## config.mk

```make
export PLATFORM = sky130hd
export DESIGN_NAME = alu_share_arbiter
export DESIGN_NICKNAME = d
export VERILOG_FILES = /design/src/rtl/alu_share_arbiter.sv
export SDC_FILE = /design/constraint.sdc
export NUM_CORES = 1
export LEC_CHECK = 0
export BUFFER_PORTS_ARGS = -buffer_cell sky130_fd_sc_hd__clkbuf_2
export CAP_MARGIN = 0
export CELL_PAD_IN_SITES_DETAIL_PLACEMENT = 0
export CELL_PAD_IN_SITES_GLOBAL_PLACEMENT = 1
export CORE_ASPECT_RATIO = 0.9
export CORE_MARGIN = 8
export CORE_UTILIZATION = 25
export DETAILED_ROUTE_END_ITERATION = 10
export PLACE_DENSITY_LB_ADDON = 0.2
export SYNTH_ARGS = -nofsm -noshare
export SYNTH_HDL_FRONTEND = slang
export SYNTH_SLANG_ARGS = --single-unit
export TNS_END_PERCENT = 1
```

## constraint.sdc

```tcl
create_clock -name clk -period 1.6 [get_ports clk]
set_input_delay 0 -clock clk [delete_from_list [all_inputs] [get_ports clk]]
set_output_delay 0 -clock clk [all_outputs]
set_load 0.02 [all_outputs]
```

## src/rtl/alu_share_arbiter.sv

```systemverilog
// Round-robin arbiter sharing one combinational ALU between two requesters.
// Each requester owns a registered response slot with its own valid/ready handshake.
module alu_share_arbiter #(
    parameter int unsigned DATA_W = 32,
    parameter int unsigned CNT_W  = 16
) (
    input  logic              clk,
    input  logic              rst_n,
    input  logic              req0_valid,
    output logic              req0_ready,
    input  logic [DATA_W-1:0] req0_op1,
    input  logic [DATA_W-1:0] req0_op2,
    input  logic [2:0]        req0_func3,
    input  logic              req0_subsra,
    input  logic              req1_valid,
    output logic              req1_ready,
    input  logic [DATA_W-1:0] req1_op1,
    input  logic [DATA_W-1:0] req1_op2,
    input  logic [2:0]        req1_func3,
    input  logic              req1_subsra,
    output logic              resp0_valid,
    input  logic              resp0_ready,
    output logic [DATA_W-1:0] resp0_result,
    output logic              resp1_valid,
    input  logic              resp1_ready,
    output logic [DATA_W-1:0] resp1_result,
    output logic [DATA_W-1:0] alu_operand1,
    output logic [DATA_W-1:0] alu_operand2,
    output logic [2:0]        alu_func3,
    output logic              alu_subsra,
    input  logic [DATA_W-1:0] alu_result,
    output logic [CNT_W-1:0]  contention_cnt
);

    logic              resp0_valid_q, resp0_valid_d;
    logic              resp1_valid_q, resp1_valid_d;
    logic [DATA_W-1:0] resp0_result_q, resp0_result_d;
    logic [DATA_W-1:0] resp1_result_q, resp1_result_d;
    logic              last_grant_q, last_grant_d;
    logic [CNT_W-1:0]  cnt_q, cnt_d;
    logic              elig0, elig1, grant0, grant1;

    // A full slot may still win if it drains in the same cycle.
    always_comb begin
        elig0  = req0_valid && (!resp0_valid_q || resp0_ready);
        elig1  = req1_valid && (!resp1_valid_q || resp1_ready);
        grant0 = elig0 && (!elig1 || last_grant_q);
        grant1 = elig1 && (!elig0 || !last_grant_q);
    end

    always_comb begin
        alu_operand1 = '0;
        alu_operand2 = '0;
        alu_func3    = 3'b000;
        alu_subsra   = 1'b0;
        if (grant0) begin
            alu_operand1 = req0_op1;
            alu_operand2 = req0_op2;
            alu_func3    = req0_func3;
            alu_subsra   = req0_subsra;
        end else if (grant1) begin
            alu_operand1 = req1_op1;
            alu_operand2 = req1_op2;
            alu_func3    = req1_func3;
            alu_subsra   = req1_subsra;
        end
    end

    always_comb begin
        resp0_valid_d  = resp0_valid_q;
        resp1_valid_d  = resp1_valid_q;
        resp0_result_d = resp0_result_q;
        resp1_result_d = resp1_result_q;
        last_grant_d   = last_grant_q;
        cnt_d          = cnt_q;
        if (resp0_ready) resp0_valid_d = 1'b0;
        if (resp1_ready) resp1_valid_d = 1'b0;
        if (grant0) begin
            resp0_valid_d  = 1'b1;
            resp0_result_d = alu_result;
            last_grant_d   = 1'b0;
        end
        if (grant1) begin
            resp1_valid_d  = 1'b1;
            resp1_result_d = alu_result;
            last_grant_d   = 1'b1;
        end
        if (elig0 && elig1 && (cnt_q != {CNT_W{1'b1}})) cnt_d = cnt_q + CNT_W'(1);
    end

    always_ff @(posedge clk or negedge rst_n) begin
        if (!rst_n) begin
            resp0_valid_q  <= 1'b0;
            resp1_valid_q  <= 1'b0;
            resp0_result_q <= '0;
            resp1_result_q <= '0;
            last_grant_q   <= 1'b1;
            cnt_q          <= '0;
        end else begin
            resp0_valid_q  <= resp0_valid_d;
            resp1_valid_q  <= resp1_valid_d;
            resp0_result_q <= resp0_result_d;
            resp1_result_q <= resp1_result_d;
            last_grant_q   <= last_grant_d;
            cnt_q          <= cnt_d;
        end
    end

    assign req0_ready     = grant0;
    assign req1_ready     = grant1;
    assign resp0_valid    = resp0_valid_q;
    assign resp1_valid    = resp1_valid_q;
    assign resp0_result   = resp0_result_q;
    assign resp1_result   = resp1_result_q;
    assign contention_cnt = cnt_q;

endmodule

```

==> run_results.csv <==
group,metric,value,unit
timing,worst_slew_pin_slew,0.386,ns
routing,wl,18.3,mm
routing,vias,4280,
timing,slew_viol_final,0,
power_and_ir_drop,finalPower,9.10,mW
grt,grt_pass1_wl,26.6,mm
grt,grt_use_met3,5.15,%
setup_path,slowest_delay,0.41,ns
placed_design,dpl_cell_area,6290,µm²
yosys,synth_warnings,0,
setup_path,critical_path_class,"reg2out",
floorplan,fp.dieArea,20300,µm²
routing,drc_errors,0,
yosys,synth_top_area_share,51.5,%
floorplan,die_h,136,µm
final_layout,regArea,2080,µm²
grt,antenna_found_initial,0,
power_and_ir_drop,p_comb_share,44.1,%
timing,fin_skew,0.00524,ns
final_layout,layout-drive-gt1-share,67.8,%
power_and_ir_drop,p_sw,3.29,mW
grt,gr-usage-met2,30.4,%
yosys,synth_area_leaders,"dfrtp_1, mux2_2, a22o_1",
yosys,synth_seq_cells,83,
floorplan,row_count,43,
power_and_ir_drop,pwr-share-clk,24.7,%
setup_path,required,1.60,ns
setup_path,cp_top_family,"buffers and inverters",
final_layout,fin_nets,894,
clock_tree,clkSlewWorstSetupHoldPaths,0.06,ns
timing,fin_ws,-0.320,ns
yosys,synthesis.nets,482,
power_and_ir_drop,cellPowerDensity,1210,nW/µm²
placed_design,portBuffers,325,
final_layout,antennaDiodeCount,0,
routing,wire_per_inst,19.8,µm
setup_path,critical_path.slowest_cell,"dfrtp_2",
timing,finalSetupViolCount,99,
timing,min_period_over_period,120,%
clock_tree,clock_sinks,83,
floorplan,fp.coreArea,15500,µm²
setup_path,worst_path_most_repeated_cell,"buf_12",
clock_tree,cts_buffers,9,
yosys,avgSynthCellArea,13.0,µm²
timing,relSlewSlack,74.2,%
yosys,yosysTopAreaCell,"dfrtp_1",
setup_path,crit_path_end_kind,"output pin",
final_layout,nFillCells,1455,
final_layout,layout_common_cells,"clkbuf_2, dfrtp_1, a22o_1, mux2_2, buf_4",
floorplan,start_util,25.7,%
timing,rsz0062_at_grt,"yes",
worst_hold_path,min_path_type,"in2async",
routing,vias_per_cell,4.62,
outcome,status,"complete, but fails checks",
clock_tree,max-clock-path-buffers,2,
placed_design,hpwlAfterDp,14.1,mm
yosys,synthCells,307,
power_and_ir_drop,leakage,3.92,nW
grt,grt_start_max_net_pins,51,
routing,initialDrtViolationCount,137,
setup_path,regToRegEndpoint,"resp1_result[26]",
final_layout,syn_to_final_growth,88.3,%
yosys,synth_cell_type_count,35,
grt,track_usage,16.9,%
power_and_ir_drop,p_int,5.81,mW
clock_tree,cts_tree,"built",
floorplan,die_x,149,µm
power_and_ir_drop,swShare,36.2,%
final_layout,finalInstanceArea,7510,µm²
setup_path,rr_startpoint,"resp0_valid",
clock_tree,worstSkewPairLatency,0.34,ns
placed_design,place.gp.congestion,0.823,
clock_tree,cts_max_level,3,
power_and_ir_drop,ir_drop,0.676,mV
setup_path,cp.buffers_inverters,4,
yosys,syn_area,3990,µm²
setup_path,cp.depth,8,
timing,final_hold_viol_count,0,
grt,first_global_vias,4539,
final_layout,final_common_cell,"clkbuf_2",
outcome,violations,"negative setup slack",
power_and_ir_drop,power_frac_seq,31.3,%
final_layout,multi_input_area,1960,µm²
flow_run,max_cap_violations,0,
setup_path,reg2reg_depth,8,
grt,grtUsageMet1,18.9,%
yosys,ys_seq_area_share,52.1,%
setup_path,critPathLaunchType,"flip-flop",
routing,postRouteAntennaNets,0,
timing,fin_crit,1.92,ns
timing,max_freq,0.521,GHz
setup_path,reg2reg_setup_slack,-0.15,ns
floorplan,num_io_pins,326,
grt,busiest_layer,"met2",
clock_tree,cts-root-buf,"clkbuf_16",
setup_path,crit_chain,"nand2b_1 > and2_4 > a21o_1 > clkinv_4 > buf_12 > buf_12 > a22o_1 > clkbuf_8",
final_layout,fin_util,48.5,%
setup_path,cp_max_fo,9,
grt,grt-ovfl-total,0,
setup_path,cp.arrival,1.92,ns
routing,first_pass_iters,6,
[cell type report]
type	instances	area share (%)
clock buffer	9	3.00
timing repair buffer	423	38.2
clock inverter	7	1.35
multi-input combinational	198	26.1
sequential	83	27.7
tap	202	3.37
inverter	4	0.300
[stage by stage]
| stage | hold slack [ns] | worst slack [ns] | TNS, ns | cells |
|---|---|---|---|---|
| 6_report | 0.0311 | -0.320 | -21.94 | 926 |
| 5_1_grt | 0.0314 | -0.427 | -32.97 | 926 |
| 4_1_cts | 0.0187 | -0.352 | -25.24 | 925 |
| 3_5_place_dp | -0.151 | -0.0276 | -0.369 | 866 |
| 3_3_place_gp | -0.157 | -0.00324 | -0.00324 | 866 |
| 2_1_floorplan | -0.296 | -0.0692 | -1.26 | 307 |
[layer usage]
metal | vias up | share of wire (%)
met1 | 2086 | 38
met5 | - | 0
met3 | 17 | 8.5
met4 | 0 | 1.1
li1 | 1998 | -
met2 | 179 | 53
[kinds of logic after synthesis]
family                     share of synthesized area (%)
AOI/OAI and AO/OA                                   16.1
and+or+nand+nor                                     6.02
xor gates and xnor gates                            3.29
adders and majority gates                          0.314
DFF                                                 52.1
muxes                                               18.6
buffers and inverters                               3.51
[registers in the layout (all words and copies together), names as in the netlist]
signal and cells:
contention_cnt 16, resp1_result 32, resp0_valid 1, last_grant_q 1
resp0_result 32, resp1_valid 1
[synth_stat cells]
| cell | instances |
|---|---|
| a2111oi_0 | 2 |
| a211oi_1 | 1 |
| a21o_1 | 1 |
| a21oi_1 | 1 |
| a22o_1 | 68 |
| and2_1 | 2 |
| and4_1 | 1 |
| buf_1 | 1 |
| buf_2 | 7 |
| buf_4 | 7 |
| buf_6 | 1 |
| clkbuf_1 | 6 |
| dfrtp_1 | 82 |
| dfstp_2 | 1 |
| ha_1 | 1 |
| inv_1 | 2 |
| inv_2 | 2 |
| mux2_2 | 65 |
| mux2i_1 | 1 |
| nand2_1 | 9 |
| nand2b_1 | 2 |
| nand3_1 | 4 |
| nand3_2 | 1 |
| nand4_1 | 4 |
| nand4_2 | 1 |
| nor2_1 | 1 |
| nor3_1 | 5 |
| nor4_1 | 8 |
| nor4_2 | 1 |
| o21ai_0 | 1 |
| o21ai_1 | 1 |
| or2_1 | 1 |
| or4_1 | 1 |
| xnor2_1 | 1 |
| xor2_1 | 14 |
[worst max-delay path by stage]
| stage | start | endpoint | slack, ns |
|---|---|---|---|
| 2_1_floorplan | resp1_valid | resp0_result[19] | -0.07 |
| 3_3_place_gp | resp0_valid | alu_operand2[15] | -0.003 |
| 3_5_place_dp | resp0_valid | resp0_result[31] | -0.03 |
| 4_1_cts | resp0_valid | alu_operand1[31] | -0.35 |
| 5_1_grt | resp0_valid | alu_operand2[15] | -0.43 |
| 6_report | resp0_valid | alu_operand2[15] | -0.32 |
[power groups by stage]
stage	logic (mW)	registers, mW	clock network, mW
2_1_floorplan	1.27	3.50	0
4_1_cts	3.89	2.84	2.32
3_5_place_dp	3.61	2.87	0
6_report	4.01	2.85	2.25
5_1_grt	4.26	2.92	2.40
3_3_place_gp	3.58	2.84	0
[repair_timing]
action                     in CTS  in global routing
gates resized for setup        35                121
cloned                          3                  0
pin swaps                       5                 10
setup endpoints to repair     105                141
hold endpoints to repair      147                  0
setup buffers                   6                  1
hold buffers                   34                  0
[worst reg2reg max path, stage by stage, from the launching register on]
cell and delay [ns]:
dfrtp_2 0.41, nand2b_1 0.09, and2_4 0.15, a21o_1 0.18, clkinv_4 0.10, buf_12 0.15, buf_4 0.14, buf_12 0.14
mux2_2 0.28
(Power assumes the default switching activity.)
